`src/rtl/muldiv_unit_pkg.sv`:
```
// muldiv_unit_pkg: op codes shared by the multiply/divide unit and its users
package muldiv_unit_pkg;
   typedef enum logic [2:0] {
      MULT  = 3'd0,
      MULTU = 3'd1,
      DIV   = 3'd2,
      DIVU  = 3'd3,
      MTHI  = 3'd4,
      MTLO  = 3'd5
   } muldiv_op_t;
   localparam int MULDIV_OPS = 6;
endpackage

```
`src/rtl/muldiv_unit.sv`:
```
// muldiv_unit: iterative shift-add multiply / restoring divide with HI/LO registers
module muldiv_unit
   import muldiv_unit_pkg::*;
#(
   parameter int WIDTH    = 32,
   parameter bit FAST_MUL = 0
) (
   input  logic             clock,
   input  logic             reset,
   input  logic             start,
   input  muldiv_op_t       op,
   input  logic [WIDTH-1:0] a,
   input  logic [WIDTH-1:0] b,
   output logic             busy,
   output logic             done,
   output logic             dbz,
   output logic [WIDTH-1:0] hi,
   output logic [WIDTH-1:0] lo
);
   localparam int CW = $clog2(WIDTH) + 1;
   localparam logic [1:0] IDLE = 2'd0, RUN = 2'd1, FIX = 2'd2;
   logic [1:0] state;
   muldiv_op_t op_r;
   logic sa, sb;
   logic [WIDTH-1:0] ma, mb;
   logic [2*WIDTH-1:0] acc;
   logic [CW-1:0] cnt;
   logic sgn_in, a_neg, b_neg, is_mul, last, dz;
   logic [WIDTH-1:0] abs_a, abs_b, q, r, hi_fix, lo_fix;
   logic [WIDTH:0] msum, r_sh, diff;
   logic [2*WIDTH-1:0] step, prod;
   always_comb begin
      sgn_in = (op == MULT) || (op == DIV);
      a_neg  = sgn_in & a[WIDTH-1];
      b_neg  = sgn_in & b[WIDTH-1];
      abs_a  = a_neg ? -a : a;
      abs_b  = b_neg ? -b : b;
      is_mul = !op_r[1];
      // acc holds {partial product, multiplier} or {remainder, dividend/quotient}
      msum   = {1'b0, acc[2*WIDTH-1:WIDTH]} + {1'b0, acc[0] ? ma : '0};
      r_sh   = {acc[2*WIDTH-1:WIDTH], acc[WIDTH-1]};
      diff   = r_sh - {1'b0, mb};
      step   = !is_mul ? {diff[WIDTH] ? r_sh[WIDTH-1:0] : diff[WIDTH-1:0], acc[WIDTH-2:0], !diff[WIDTH]}
             : FAST_MUL ? {{WIDTH{1'b0}}, ma} * {{WIDTH{1'b0}}, mb}
             : {msum, acc[WIDTH-1:1]};
      last   = (is_mul && FAST_MUL) || (cnt == CW'(WIDTH - 1));
      dz     = (mb == '0);
      prod   = (sa ^ sb) ? -acc : acc;
      q      = acc[WIDTH-1:0];
      r      = acc[2*WIDTH-1:WIDTH];
      hi_fix = is_mul ? prod[2*WIDTH-1:WIDTH] : dz ? (sa ? -ma : ma) : (sa ? -r : r);
      lo_fix = is_mul ? prod[WIDTH-1:0] : dz ? '1 : ((sa ^ sb) ? -q : q);
      busy   = (state != IDLE);
   end
   always_ff @(posedge clock) begin
      if (reset) begin
         state <= IDLE;
         op_r  <= MULT;
         sa    <= 1'b0;
         sb    <= 1'b0;
         ma    <= '0;
         mb    <= '0;
         acc   <= '0;
         cnt   <= '0;
         done  <= 1'b0;
         dbz   <= 1'b0;
         hi    <= '0;
         lo    <= '0;
      end else begin
         done <= 1'b0;
         if (state == IDLE && start) begin
            if (op == MTHI) hi <= a;
            else if (op == MTLO) lo <= a;
            else if (!op[2]) begin
               op_r  <= op;
               sa    <= a_neg;
               sb    <= b_neg;
               ma    <= abs_a;
               mb    <= abs_b;
               acc   <= {{WIDTH{1'b0}}, op[1] ? abs_a : abs_b};
               cnt   <= '0;
               state <= (op[1] && b == '0) ? FIX : RUN;
            end
         end else if (state == RUN) begin
            acc <= step;
            cnt <= cnt + 1'b1;
            if (last) state <= FIX;
         end else if (state == FIX) begin
            hi    <= hi_fix;
            lo    <= lo_fix;
            done  <= 1'b1;
            dbz   <= !is_mul && dz;
            state <= IDLE;
         end
      end
   end
endmodule

```
`config.mk`:
```
export PLATFORM = sky130hd
export DESIGN_NAME = muldiv_unit
export DESIGN_NICKNAME = d
export VERILOG_FILES = /design/src/rtl/muldiv_unit_pkg.sv /design/src/rtl/muldiv_unit.sv
export SDC_FILE = /design/constraint.sdc
export NUM_CORES = 1
export LEC_CHECK = 0
export BUFFER_PORTS_ARGS = -buffer_cell sky130_fd_sc_hd__buf_4
export CORE_AREA = 2 2 230 255
export DETAILED_ROUTE_END_ITERATION = 10
export DIE_AREA = 0 0 232 257
export PLACE_DENSITY = 0.57
export SYNTH_ARGS = -nofsm -noshare
export SYNTH_HDL_FRONTEND = slang
export SYNTH_SLANG_ARGS = --single-unit
```
`constraint.sdc`:
```
create_clock -name clock -period 3.15 [get_ports clock]
set_clock_uncertainty 0.05 [all_clocks]
set_input_delay 0.4725 -clock clock [delete_from_list [all_inputs] [get_ports clock]]
set_output_delay 0.4725 -clock clock [all_outputs]
set_load 0.1 [all_outputs]
```
# Word level (Yosys, flattened, before mapping)

Index checks and enable logic that the tools add are counted.

Bits in registers: 206
Latch bits: 0
Memory bits (writable): 0
Memory bits (read-only): 0
Input bits: 70
Output and inout port bits: 67
Word-level logic and storage cells: 104
Memories: 0

Add/sub/neg operators: 9
Multiply operators: 0
Div/mod/pow operators: 0
Order comparisons: 0
Equal/unequal tests: 13
Shift operators: 0
Muxes and demuxes: 42
Bitwise logic cells: 8
Reductions and logical operators: 20

Operators with widths:

| kind                | count |
|---|---|
| $mux 32             | 21 |
| $mux 64             | 7 |
| $neg 32->32         | 5 |
| $logic_not 32->1    | 2 |
| $neg 64->64         | 1 |
| $add 32x32->33      | 1 |
| $sub 33x32->33      | 1 |
| $mux 6              | 5 |
| $mux 2              | 8 |
| $reduce_and 4->1    | 3 |
| $ne 2x2->1 const B  | 4 |
| $add 6x1->6 const B | 1 |
| $eq 3x3->1 const B  | 2 |
| $eq 6x5->1 const B  | 1 |
| $reduce_and 3->1    | 2 |
| $reduce_bool 2->1   | 3 |
| $not 1->1           | 5 |
| $reduce_and 5->1    | 1 |
| $ne 2x1->1 const B  | 2 |
| $eq 3x2->1 const B  | 1 |
| $logic_and 1x1->1   | 3 |
| $logic_not 3->1     | 1 |
| $ne 3x3->1 const B  | 1 |
| $reduce_bool 3->1   | 1 |
| 9 further kinds     | 10 |

# Logic depth before layout (Yosys ltp)

Depth in word-level cells: 9
Gate-level depth with buffers: 15
Depth with buffers taken out: 14

# Worst setup path before layout

Ideal clock, no wire load.

Kind: flip-flop to flip-flop
Start point: reg acc[32]
End point: reg acc[44]
Library setup time: 129 ps
Arrival time: 3180 ps
Required time: 2971 ps
Setup slack: -209 ps
Cell stages (with the launch flop): 14
Buffers on the path: 2
Clock period less this slack: 3359 ps
Path through: dfxtp_1 clkbuf_1 inv_1 fa_1 nand2b_1 a21oi_1 o2111a_1 o211a_1 o2111a_1 nor3_1 nor2_1 buf_2 mux2i_1 o21ai_0

Longest elaborated chain between the ends: 5
Elaborated cells on any way between the ends: 6
Classes of those cells: add/sub (2); mux (4)

Ends and longest elaborated chain:

| item                     | line              | source |
|---|---|---|
| start: declaration       | muldiv_unit.sv:26 | `logic [2*WIDTH-1:0] acc;` |
| start signal: assignment | muldiv_unit.sv:80 | `acc <= {{WIDTH{1'b0}}, op[1] ? abs_a : abs_b};` |
| start signal: assignment | muldiv_unit.sv:85 | `acc <= step;` |
| $sub 33x32->33           | muldiv_unit.sv:42 | `diff = r_sh - {1'b0, mb};` |
| $mux 32                  | muldiv_unit.sv:43 | `step = !is_mul ? {diff[WIDTH] ? r_sh[WIDTH-1:0] : diff[WIDTH-1:0], acc[WIDTH-2:0], !diff[WIDTH]}` |
| $mux 64 *                | muldiv_unit.sv:43 |  |
| $mux 64 *                | muldiv_unit.sv:84 | `end else if (state == RUN) begin` |
| $mux 64 *                | muldiv_unit.sv:71 | `if (state == IDLE && start) begin` |

Every way passes the cells marked *; elsewhere a longest branch is shown, timed or not. The select of a mux whose other input is x is not followed.
A chain may end at the register's enable or synchronous reset.

# Worst setup path in the final report

Start point: reg acc[21]
End point: reg hi[18]

Longest elaborated chain between the ends: 6

Ends and longest elaborated chain:

| item                   | line              | source |
|---|---|---|
| $neg 64->64            | muldiv_unit.sv:48 | `prod = (sa ^ sb) ? -acc : acc;` |
| $mux 64                | muldiv_unit.sv:48 |  |
| $mux 32                | muldiv_unit.sv:51 | `hi_fix = is_mul ? prod[2*WIDTH-1:WIDTH] : dz ? (sa ? -ma : ma) : (sa ? -r : r);` |
| $mux 32                | muldiv_unit.sv:88 | `end else if (state == FIX) begin` |
| $mux 32                | muldiv_unit.sv:84 |  |
| $mux 32                | muldiv_unit.sv:71 |  |
| end signal: assignment | muldiv_unit.sv:89 | `hi <= hi_fix;` |
| end: declaration       | muldiv_unit.sv:17 | `output logic [WIDTH-1:0] hi,` |

Every way passes these cells. The select of a mux whose other input is x is not followed.

==> results.sh <==
export IMPL_die_x_um=232
export IMPL_antenna_violating_nets_post_route=0
export IMPL_power_leakage_nw=9.33
export IMPL_slew_violations=0
export IMPL_n_fill_cell=5905
export IMPL_synth_top_flop_cell="dfxtp_1"
export IMPL_synth_area_top_cells="dfxtp_1 23%, xnor2_1 6.6%, a21oi_1 6.2%"
export IMPL_cts_sinks=205
export IMPL_vias_per_cell=5.81
export IMPL_yosysTopAreaCell="dfxtp_1"
export IMPL_postSynthCellCount=2398
export IMPL_synth_edf_count=0
export IMPL_place_ws_ns=-0.256
export IMPL_critical_path_startpoint_type="register"
export IMPL_worst_slew_margin_rel=0.409
export IMPL_number_of_global_route_vias_before_repair=19500
export IMPL_numPortBuffers=136
export IMPL_peakVddDrop_mv=0.396
export IMPL_min_delay_start="a[1]"
export IMPL_worst_r2r_cell_count=12
export IMPL_initial_core_util=0.307
export IMPL_data_required_time_at_the_worst_endpoint_ns=3.55
export IMPL_detail_route_iter0_violations=1706
export IMPL_layout_cells_most_common_list="470 x buf_4, 254 x nor2_1, 214 x nand2_1, 208 x a21oi_1, 193 x dfxtp_1"
export IMPL_place_inst=3437
export IMPL_rsz0062_at_grt="true"
export IMPL_part_of_the_cycle_the_worst_path_needs=0.979
export IMPL_worst_hold_path_type="in -> reg"
export IMPL_detail_route_drc_violations=0
export IMPL_placeableCoreArea_um2=57000
export IMPL_drt_pre_antenna_iters=5
export IMPL_synth_cell_types=80
export IMPL_warnings_from_yosys=0
export IMPL_finalSetupViolations=0
export IMPL_finalHoldWorstSlack_ns=0.160
export IMPL_worstSetupEndpointType="register"
export IMPL_grt_first_pass_wirelength_mm=121
export IMPL_final_period_demand_of_the_worst_path_ns=3.08
export IMPL_layout_overhead_on_the_synthesized_area_pct=31.4
export IMPL_slew_worst_pin_ns=0.880
export IMPL_timing_worst_setup_path_type="reg -> reg"
export IMPL_antenna_violations_before_repair=3
export IMPL_fin_util=0.403
export IMPL_postSynthNetCount=2540
export IMPL_dpl_hpwl_mm=64.1
export IMPL_globalRouteOverflowTotal=0
export IMPL_pwr_density_cell_nw_per_um2=407
export IMPL_async_reset_ff_frac=0
export IMPL_routed_via_count=20300
export IMPL_ys_ff_latch=205
export IMPL_max_cap_violations=0
export IMPL_ant_diodes=0
export IMPL_synth_avg_cell_area_um2=7.30
export IMPL_syn_area_um2=17500
export IMPL_hold_end="hi[1]"
export IMPL_worstPathMaxFanout=4
export IMPL_std_cell_rows=92
export IMPL_r2r_start="acc[21]"
export IMPL_largest_net_degree_at_the_start_of_global_routing=93
export IMPL_layout_nets=2863
export IMPL_synth_seq_area_share=0.235
export IMPL_post_layout_nonfiller_instances=3491
export IMPL_cts_root_buffer="clkbuf_16"
export IMPL_finalWeightedCongestion=0.975
export IMPL_fp_dieArea_um2=59600
export IMPL_cts_buffers=26
export IMPL_cts_max_level=1
export IMPL_power_mw=9.37
export IMPL_finalHoldViolCount=0
export IMPL_fin_ws_ns=0.0669
export IMPL_most_common_library_cell_in_the_layout_ignoring_fill_and_taps="buf_4"
export IMPL_groute_usage_overall=0.264
export IMPL_critical_path_reg2reg_endpoint="hi[18]"
export IMPL_rrSetupSlack_ns=0.07
export IMPL_deepest_clock_path_buffer_count=3
export IMPL_worstPathArrival_ns=3.48
export IMPL_wirelength_mm=81.9
export IMPL_path_clk_slew_ns=0.06
export IMPL_fraction_of_layout_cells_with_a_size_suffix_above_1=0.245
export IMPL_wl_per_cell_um=23.5
export IMPL_status="finished clean"
export IMPL_hold_path_depth=3
export IMPL_cts_tree="yes"
export IMPL_die_height_um=257
export IMPL_synth_top_cell_area_share=0.235
export IMPL_max_freq_mhz=324
export IMPL_io_pin_count=137
export IMPL_worstSkewPairLatency_ns=0.59
==> metrics by stage <==
step	area (um2)	setup TNS (ns)
finish	23000	0
global route	23000	-0.156
CTS	22400	-0.00149
detailed placement	21400	-2.39
global placement	21400	-1.71
floorplan	17500	0
==> layout make-up <==
class | count | area, um2 | area share
sequential | 205 | 4120 | 0.179
multi-input combinational | 1933 | 13000 | 0.566
inverter | 74 | 278 | 0.0121
clock buffer | 32 | 713 | 0.0310
tap | 752 | 941 | 0.0409
clock inverter | 14 | 188 | 0.00816
timing repair buffer | 481 | 3730 | 0.162
==> routing by layer <==
layer  vias up  track usage  part of all wire
met5         -            0           0.00028
met4         4        0.116             0.054
met3       205       0.0362             0.063
met2       810        0.454              0.48
met1      9857        0.327              0.40
li1       9391            -                 -
==> power by group <==
group          internal [mW]  switching (mW)  total [mW]
clock                   1.93            1.31        3.24
sequential              2.75           0.147        2.90
combinational           1.20            2.04        3.23
==> repair_timing <==
| item | 4_1_cts | 5_1_grt |
|---|---|---|
| hold buffers | 0 | 0 |
| endpoints found under the setup margin | 39 | 64 |
| buffers inserted | 3 | 5 |
| resized for setup | 28 | 120 |
| pin swaps | 6 | 43 |
| cloned | 0 | 1 |
==> cells in the mapped netlist (all sizes together), types with 18 or more instances <==
cell and instances:
a21oi 217, nor3 63, and3 21, nor2 264, a21o 35, dfxtp 205, o22ai 18, ha 70
a22oi 20, a211oi 88, nand2 216, nand2b 19, buf 22, xnor2 131, clkbuf 164, and2 41
or3 26, o211ai 54, inv 74, o21ai 137, nand4 18, nor4 31, or4 24, nand3 47
a31oi 31, xor2 83, o31ai 31, mux2i 54, o221ai 31
==> state kept, by name, summed over array words and instances, names as in the netlist <==
name / flops
op_r: 1
sb: 1
sa: 1
ma: 32
mb: 32
acc: 64
done: 1
cnt: 6
hi: 32
lo: 32
dbz: 1
state: 2
==> cell families after synthesis <==
group           synth area share
fa+ha+maj                 0.0523
xor+xnor                   0.107
flops                      0.235
simple gates               0.225
mux                       0.0367
buf+inv                   0.0578
compound gates             0.287
==> worst max path at each step <==
stage	start	to	depth (start not counted)
after floorplan	acc[50]	acc[33]	11
after global placement	acc[0]	hi[26]	14
after detailed placement	acc[31]	acc[0]	14
after CTS	acc[0]	acc[61]	14
after global routing	ma[12]	hi[26]	12
final	acc[21]	hi[18]	12
==> critical path, cell delays in order, from the launching register on <==
cell and delay, ns:
dfxtp_2 0.31, or4_4 0.55, nor4b_4 0.26, buf_4 0.18, nand4_1 0.10, buf_4 0.18
buf_4 0.14, nor3_4 0.16, buf_4 0.18, a41oi_1 0.13, xor2_1 0.18, o211ai_1 0.39
a211oi_1 0.16
Note: power is estimated with default switching activity, not from simulation.
